`src/rtl/fetch_pkg.sv`:
```
// Shared types and constants for the instruction-fetch stage.
package fetch_pkg;

    localparam int FETCH_XLEN = 32;
    localparam int INST_BYTES = 4;

    typedef enum logic [1:0] {
        IDLE,
        BUSY,
        SQUASH
    } fetch_state_e;

    typedef struct packed {
        logic [FETCH_XLEN-1:0] pc;
        logic [FETCH_XLEN-1:0] inst;
    } fetch_entry_t;

endpackage

```
`src/rtl/fetch_if.sv`:
```
// Fetch-stage bundle: redirect input, instruction-memory port and decode handshake.
interface fetch_if #(
    parameter int XLEN = 32
);
    logic            redirect;
    logic [XLEN-1:0] redirect_pc;
    logic            imem_read;
    logic [XLEN-1:0] imem_addr;
    logic            imem_resp;
    logic [XLEN-1:0] imem_rdata;
    logic            dec_valid;
    logic [XLEN-1:0] dec_inst;
    logic [XLEN-1:0] dec_pc;
    logic            dec_ready;

    modport master (
        input  redirect, redirect_pc, imem_resp, imem_rdata, dec_ready,
        output imem_read, imem_addr, dec_valid, dec_inst, dec_pc
    );

    modport slave (
        output redirect, redirect_pc, imem_resp, imem_rdata, dec_ready,
        input  imem_read, imem_addr, dec_valid, dec_inst, dec_pc
    );
endinterface

```
`src/rtl/fetch_queue.sv`:
```
// Circular-buffer FIFO of fetched {pc, inst} pairs; head is read straight from storage.
module fetch_queue
    import fetch_pkg::*;
#(
    parameter int  QDEPTH  = 2,
    parameter type entry_t = fetch_entry_t
) (
    input  logic                   clk,
    input  logic                   reset,
    input  logic                   enq,
    input  entry_t                 enq_data,
    input  logic                   deq,
    input  logic                   flush,
    output logic [$clog2(QDEPTH):0] count,
    output logic                   head_valid,
    output entry_t                 head
);
    localparam int PW = (QDEPTH > 1) ? $clog2(QDEPTH) : 1;
    localparam int CW = $clog2(QDEPTH) + 1;

    entry_t          mem [QDEPTH];
    logic [PW-1:0]   rd_ptr;
    logic [PW-1:0]   wr_ptr;
    logic            do_enq;
    logic            do_deq;

    function automatic logic [PW-1:0] ptr_inc(input logic [PW-1:0] p);
        return (p == PW'(QDEPTH - 1)) ? '0 : p + 1'b1;
    endfunction

    // Flush kills the head, so a same-cycle dequeue or enqueue is dropped.
    assign do_deq = deq && (count != '0) && !flush;
    assign do_enq = enq && !flush && ((count != CW'(QDEPTH)) || do_deq);

    always_ff @(posedge clk) begin
        if (reset) begin
            rd_ptr <= '0;
            wr_ptr <= '0;
            count  <= '0;
            for (int i = 0; i < QDEPTH; i++) begin
                mem[i] <= '0;
            end
        end else if (flush) begin
            rd_ptr <= '0;
            wr_ptr <= '0;
            count  <= '0;
        end else begin
            if (do_enq) begin
                mem[wr_ptr] <= enq_data;
                wr_ptr      <= ptr_inc(wr_ptr);
            end
            if (do_deq) begin
                rd_ptr <= ptr_inc(rd_ptr);
            end
            case ({do_enq, do_deq})
                2'b10:   count <= count + 1'b1;
                2'b01:   count <= count - 1'b1;
                default: count <= count;
            endcase
        end
    end

    assign head_valid = (count != '0);
    assign head       = mem[rd_ptr];

endmodule

```
`src/rtl/fetch_unit.sv`:
```
// Instruction-fetch stage: PC/pend registers, request FSM with squash, and a fetch queue.
module fetch_unit
    import fetch_pkg::*;
#(
    parameter int              XLEN     = 32,
    parameter logic [XLEN-1:0] RESET_PC = XLEN'(32'h0000_0060),
    parameter int              QDEPTH   = 2
) (
    input logic     clk,
    input logic     reset,
    fetch_if.master bus
);
    localparam int CW = $clog2(QDEPTH) + 1;

    typedef struct packed {
        logic [XLEN-1:0] pc;
        logic [XLEN-1:0] inst;
    } entry_t;

    fetch_state_e    state;
    logic [XLEN-1:0] pc;
    logic [XLEN-1:0] pend;
    logic [XLEN-1:0] target;
    logic            read_q;
    logic [CW-1:0]   count;
    logic            head_valid;
    entry_t          head;
    entry_t          enq_data;
    logic            enq;
    logic            deq;
    logic            room_after;

    function automatic logic [XLEN-1:0] align_pc(input logic [XLEN-1:0] a);
        return {a[XLEN-1:2], 2'b00};
    endfunction

    assign target     = align_pc(bus.redirect_pc);
    assign enq        = (state == BUSY) && bus.imem_resp && !bus.redirect;
    assign deq        = head_valid && bus.dec_ready;
    assign enq_data   = '{pc: pc, inst: bus.imem_rdata};
    // Occupancy after this cycle's enqueue/dequeue; another request only if a slot stays free.
    assign room_after = (int'(count) + 1 - int'(deq)) < QDEPTH;

    always_ff @(posedge clk) begin
        if (reset) begin
            state  <= IDLE;
            pc     <= RESET_PC;
            pend   <= RESET_PC;
            read_q <= 1'b0;
        end else begin
            case (state)
                IDLE: begin
                    if (bus.redirect) begin
                        pc     <= target;
                        state  <= BUSY;
                        read_q <= 1'b1;
                    end else if (int'(count) < QDEPTH) begin
                        state  <= BUSY;
                        read_q <= 1'b1;
                    end
                end
                BUSY: begin
                    if (bus.imem_resp) begin
                        if (bus.redirect) begin
                            pc <= target;
                        end else begin
                            pc <= pc + XLEN'(INST_BYTES);
                            if (!room_after) begin
                                state  <= IDLE;
                                read_q <= 1'b0;
                            end
                        end
                    end else if (bus.redirect) begin
                        pend  <= target;
                        state <= SQUASH;
                    end
                end
                SQUASH: begin
                    // The stale response must drain before the new address may go out.
                    if (bus.imem_resp) begin
                        pc    <= bus.redirect ? target : pend;
                        state <= BUSY;
                    end else if (bus.redirect) begin
                        pend <= target;
                    end
                end
                default: begin
                    state  <= IDLE;
                    read_q <= 1'b0;
                end
            endcase
        end
    end

    fetch_queue #(
        .QDEPTH (QDEPTH),
        .entry_t(entry_t)
    ) u_queue (
        .clk       (clk),
        .reset     (reset),
        .enq       (enq),
        .enq_data  (enq_data),
        .deq       (deq),
        .flush     (bus.redirect),
        .count     (count),
        .head_valid(head_valid),
        .head      (head)
    );

    assign bus.imem_read = read_q;
    assign bus.imem_addr = pc;
    assign bus.dec_valid = head_valid;
    assign bus.dec_inst  = head.inst;
    assign bus.dec_pc    = head.pc;

endmodule
```
`src/flat_wrapper.sv`:
```
// flat-port wrapper written by rule: the top's interface ports become plain ports
module fetch_unit_flat import fetch_pkg::*;
#(
    parameter int              XLEN     = 32,
    parameter logic [XLEN-1:0] RESET_PC = XLEN'(32'h0000_0060),
    parameter int              QDEPTH   = 2
)
  (clk, reset, bus_redirect, bus_redirect_pc, bus_imem_resp, bus_imem_rdata, bus_dec_ready, bus_imem_read, bus_imem_addr, bus_dec_valid, bus_dec_inst, bus_dec_pc);
  fetch_if #(.XLEN(XLEN)) bus_i ();
  input logic clk;
  input logic reset;
  input wire logic [$bits(bus_i.redirect)-1:0] bus_redirect;
  input wire logic [$bits(bus_i.redirect_pc)-1:0] bus_redirect_pc;
  input wire logic [$bits(bus_i.imem_resp)-1:0] bus_imem_resp;
  input wire logic [$bits(bus_i.imem_rdata)-1:0] bus_imem_rdata;
  input wire logic [$bits(bus_i.dec_ready)-1:0] bus_dec_ready;
  output wire logic [$bits(bus_i.imem_read)-1:0] bus_imem_read;
  output wire logic [$bits(bus_i.imem_addr)-1:0] bus_imem_addr;
  output wire logic [$bits(bus_i.dec_valid)-1:0] bus_dec_valid;
  output wire logic [$bits(bus_i.dec_inst)-1:0] bus_dec_inst;
  output wire logic [$bits(bus_i.dec_pc)-1:0] bus_dec_pc;
  assign bus_i.redirect = bus_redirect;
  assign bus_i.redirect_pc = bus_redirect_pc;
  assign bus_i.imem_resp = bus_imem_resp;
  assign bus_i.imem_rdata = bus_imem_rdata;
  assign bus_i.dec_ready = bus_dec_ready;
  assign bus_imem_read = bus_i.imem_read;
  assign bus_imem_addr = bus_i.imem_addr;
  assign bus_dec_valid = bus_i.dec_valid;
  assign bus_dec_inst = bus_i.dec_inst;
  assign bus_dec_pc = bus_i.dec_pc;
  fetch_unit #(.XLEN(XLEN), .RESET_PC(RESET_PC), .QDEPTH(QDEPTH)) u_core (.clk(clk), .reset(reset), .bus(bus_i));
endmodule
```
`config.mk`:
```
export PLATFORM = sky130hd
export DESIGN_NAME = fetch_unit_flat
export DESIGN_NICKNAME = d
export VERILOG_FILES = /design/src/rtl/fetch_pkg.sv /design/src/rtl/fetch_if.sv /design/src/rtl/fetch_queue.sv /design/src/rtl/fetch_unit.sv /design/src/flat_wrapper.sv
export SDC_FILE = /design/constraint.sdc
export NUM_CORES = 1
export LEC_CHECK = 0
export ABC_AREA = 1
export CAP_MARGIN = 20
export CORE_MARGIN = 2
export CORE_UTILIZATION = 30
export DETAILED_ROUTE_END_ITERATION = 12
export HOLD_SLACK_MARGIN = 0.12
export MAX_ROUTING_LAYER = met4
export SLEW_MARGIN = 40
export SYNTH_ARGS = -nofsm -noshare
export SYNTH_HDL_FRONTEND = slang
export SYNTH_SLANG_ARGS = --single-unit
```
`constraint.sdc`:
```
create_clock -name clk -period 4.3 [get_ports clk]
set_input_delay 1.29 -clock clk [delete_from_list [all_inputs] [get_ports clk]]
set_output_delay 1.29 -clock clk [all_outputs]
set_load 0.03 [all_outputs]
```
---- Yosys cells after proc, flatten, opt, wreduce, memory -nomap -nowiden ----
Memories as Yosys holds them, arrays and structs flattened. A register that Yosys moved wholly into a read port is not among the register bits.
Cells that the tools add are included.
word-level totals
  flip-flop bits (word level) ............. 71
  memory bits (read-only) ................. 0
  bits in latches ......................... 0
  memories kept ........................... 1
  memory bits (writable) .................. 128
  word-level logic and storage cells ...... 87
  input port bits ......................... 69
memories
  memory              words  bits a word  rd ports  clocked after Yosys merged registers in  wr ports  RTL line           text
  u_core.u_queue.mem  2      64           1         1                                        2         fetch_queue.sv:21  entry_t mem [QDEPTH];
cells by class
  multiplexer cells ....................... 34
  eq/ne operators ......................... 14
  magnitude comparators ................... 2
  shift operators ......................... 0
  divide/modulo/power cells ............... 0
  add/subtract/negate cells ............... 7
  reductions and logical operators ........ 20
  multiply operators ...................... 0
  bitwise logic cells ..................... 2
operator list
  kind                   count
  $mux 32                5
  $pmux 32 s3            1
  $mux 64                1
  $reduce_or 64->1       1
  $add 32x3->32 const B  1
  $lt 32x3->1 const B    1
  $sub 32x2->32          1
  $mux 1                 17
  $mux 2                 7
  $ne 2x2->1 const B     6
  $reduce_and 5->1       2
  $ne 3x3->1 const B     3
  $logic_and 1x1->1      7
  $pmux 2 s3             1
  $eq 2x1->1 const B     2
  $eq 2x2->1 const B     2
  $pmux 2 s2             1
  $reduce_and 4->1       1
  $reduce_bool 2->1      2
  $reduce_or 2->1        2
  $add 2x1->3 const B    1
  $ne 3x2->1 const B     1
  $pmux 1 s3             1
  $reduce_bool 3->1      1
  9 further kinds        11

---- Logic depth before layout (Yosys ltp) ----
  depth in word-level cells ............... 12
  mapped depth ............................ 12

---- By module ----
Synthesis repeated with hierarchy kept, for this count alone.
second synthesis, totals
  cells, all modules ...................... 1146
  area, all modules ....................... 10520.1 µm²
by module, submodules not included
  module       cells each  sequential area each (µm²)  area each (µm²)  instances
  fetch_queue  446         3943.8                      6221.0           1
  fetch_unit   700         1341.3                      4299.1           1

---- Least setup slack after synthesis ----
OpenSTA, ideal clock, no wires.
  kind .................................... input -> register
  start ................................... input bus_redirect
  end ..................................... memory u_core.u_queue.mem[1][0] (netlist bit), enable pin
  data required time ...................... 3.876 ns
  arrival ................................. 3.605 ns
  stages .................................. 9
  slack ................................... 0.271 ns
  buffers on the path ..................... 3
  library setup time ...................... 0.424 ns
  cell sequence ........................... buf_4 -> inv_2 -> nand2_1 -> nand2_1 -> and2_4 -> nand3_1 -> buf_2 -> buf_2 -> nand2_1
RTL lines
  element          RTL line            text
  start, declared  flat_wrapper.sv:12  input wire logic [$bits(bus_i.redirect)-1:0] bus_redirect;
  end, declared    fetch_queue.sv:21

==> run summary <==
largest cells by area after synthesis: sky130_fd_sc_hd__edfxtp_1 39%, sky130_fd_sc_hd__dfxtp_1 14%, sky130_fd_sc_hd__nand2_1 9.1%
Post-Place Cell Area: 12100 um2
clock input transition at the sequential cells of the worst setup and hold paths: 0.08 ns
boundary pin count: 167
Die Area: 34700 um2
syn_nets: 1212
number of flops mapped to enable cells by yosys: 128
outcome: completed
maximum clock path buffer count: 2
cell at the slowest stage of the critical path: sky130_fd_sc_hd__clkdlybuf4s50_1
via count of the first global-routing pass: 7554
distinct cell type count of the synthesized netlist: 43
setup bufs post-CTS: 0
worst hold path startpoint: u_core.pend[24]$_SDFFE_PP0P_
DRC violations left: 0
# resized after CTS: 0
total of flip-flops plus latches after synthesis: 200
Die W: 186 um
port buffer count: 164
total of hold buffers inserted after clock tree synthesis: 0
Crit Path Class: register to output port
via count: 8173
max-slew violation count: 0
final worst clock skew: 0.00981 ns
shortest clock period the worst path allows after layout: 3.76 ns
wire length reported by the detailed router: 27900 um
headroom to the max-slew limit: 52.3%
number of inserted diodes: 0
nature of the critical path endpoint: output port
first-pass GRT wire length: 42200 um
via/cell ratio: 4.72
Worst path max stage delay: 0.64 ns
count of maximum capacitance violations: 0
RD Place Congestion: 0.890
DP Cell Count: 1701
CTS tree: yes
Finish-stage setup viols: 0
total buffers and inverters traversed by the critical path: 2
total global-route track usage: 16.4%
number of clock sinks: 200
number of antenna violations at the first check in global routing: 0
metal2 WL: 12400 um
half-perimeter wire length after placement: 19100 um
highest clock rate: 266 MHz
number of buffers inserted during clock tree synthesis: 17
startpoint of the worst-slack reg-to-reg timing path: u_core.state[0]$_SDFFE_PP0P_
share of the yosys chip area belonging to registers: 53.0%
Final #Nets: 1359
Cell Chain, Critical Path: buf_12 > mux2_2 > clkdlybuf4s50_1
share of post-route cells with drive strength above 1: 11.0%
Overflow after GRT: 0
Antenna Nets Post-Route: 0
number of synthesis warnings: 0
Layout Cell Area excl Fill: 12600 um2
Area growth, synth to finish: 26.9%
Setup TNS Final: 0 ns
category of cells accounting for the largest share of critical-path delay: buffers and inverters
arrival time of data at the critical path endpoint: 2.47 ns
Pre-antenna DRT Iters: 5
Hold/Removal Path Class: register to register
most instantiated library cell after synthesis: sky130_fd_sc_hd__nand2_1
post-synthesis cell type with the largest combined area: sky130_fd_sc_hd__edfxtp_1
IR drop worst, VDD: 0.303 mV
Design Power: 6.76 mW
CORE AREA: 32600 um2
crit path max fanout: 49
Synth Flop Type: sky130_fd_sc_hd__edfxtp_1
detailed-routed wire length on met3: 1930 um
Final Hold Vio Count: 0
setup repair after global routing missed its margin: false
Max H-tree Level: 4
met1 routed wirelength after detailed routing: 13100 um
final worst-path cycle share: 87.4%
synth cell count leaders: 242 x sky130_fd_sc_hd__nand2_1, 191 x sky130_fd_sc_hd__nor2_1, 128 x sky130_fd_sc_hd__edfxtp_1, 111 x sky130_fd_sc_hd__inv_1, 80 x sky130_fd_sc_hd__a21oi_1
data required time at the worst endpoint: 3.01 ns
Critical Path Start Type: register
P per Cell Area: 535 nW/um2
pin count of the biggest net entering global routing: 65
number of cells in the finished layout apart from fillers: 1733
standby leakage power: 4.80 nW
effective utilization at floorplan: 30.5%
Avg WL per Cell: 16.1 um
top routing layer in use: met4
syn_area_per_cell: 8.81 um2
Post-synth ARST share: 0%
Syn Inst Count: 1131
number of rows created at floorplan: 66
pin slew with the least headroom to its limit: 0.715 ns
Clock Root Buffer: sky130_fd_sc_hd__clkbuf_16
iteration-0 DRC count of the detailed router: 595
source-to-sink clock delay at the later pin of the worst-skew pair: 0.43 ns
area share of the leading cell type in the synthesized netlist: 38.6%
die height: 186 um
total standard cell area after synthesis: 9960 um2
layout by cell type, fill, tap and decap left out, types with 34 or more instances in the layout:
cell type / count
sky130_fd_sc_hd__nand2_1: 240
sky130_fd_sc_hd__nor2_1: 191
sky130_fd_sc_hd__clkdlybuf4s50_1: 164
sky130_fd_sc_hd__edfxtp_1: 128
sky130_fd_sc_hd__inv_1: 111
sky130_fd_sc_hd__a21oi_1: 80
sky130_fd_sc_hd__dfxtp_1: 71
sky130_fd_sc_hd__o21ai_0: 66
sky130_fd_sc_hd__mux2_2: 64
sky130_fd_sc_hd__nand3_1: 34
kinds of logic after synthesis:
kind of cell	after synthesis	share of synthesized area [%]
AOI/OAI and AO/OA	189	10.9
xor gates and xnor gates	1	0.0879
adders and majority gates	12	1.58
buffers and inverters	174	7.30
DFF	200	53.0
muxes	65	7.33
and+or+nand+nor	490	19.7
state kept, by name, summed over array words and instances, names as in the netlist, named ones only:
name / flops
u_core.pend: 32
u_core.bus.imem_read: 1
u_core.u_queue.count: 2
u_core.state: 2
u_core.u_queue.wr_ptr: 1
u_core.u_queue.mem: 128
u_core.u_queue.rd_ptr: 1
u_core.bus.imem_addr: 32
tightest hold or removal path, delay by kind of cell (launching register included):
kind	cells	cell delay (ns)
compound gates	1	0.05
flops	1	0.31
simple gates	1	0.06
path summary, 6_finish.rpt:
kind | to | slack (ns) | cells past startpoint
max | bus_dec_pc[29] | 0.54 | 3
min | u_core.pend[24]$_SDFFE_PP0P_ | 0.47 | 2
max reg2reg | u_core.pend[3]$_SDFFE_PP0P_ | 1.74 | 10
min reg2reg | u_core.pend[24]$_SDFFE_PP0P_ | 0.47 | 2
stage by stage:
stage	util, %	setup slack [ns]	hold WS [ns]
floorplan	-	0.271	0.434
global placement	37.0	0.851	0.443
detailed placement	37.0	0.818	0.452
CTS	38.8	0.504	0.466
global route	38.8	0.434	0.482
finish	38.8	0.542	0.467
routing by layer:
| metal | global-route usage (%) | vias up |
|---|---|---|
| met5 | - | - |
| met4 | 4.66 | 0 |
| met3 | 2.84 | 19 |
| met2 | 25.0 | 250 |
| met1 | 22.6 | 3858 |
| li1 | - | 4046 |
area by class of cell:
cell class | instances | area [um2]
flip-flops and latches | 200 | 5290
inverters | 122 | 458
repair buffers | 180 | 1820
multi-input cells | 757 | 3960
clock inverters | 15 | 138
clock buffers | 17 | 425
fillers | 3248 | 20000
well taps | 442 | 553
report_power, final:
group | internal [mW] | switching [mW]
clock | 0.813 | 0.755
sequential | 2.34 | 0.308
combinational | 0.895 | 1.65
No activity file was read; power rests on OpenSTA's default activity.
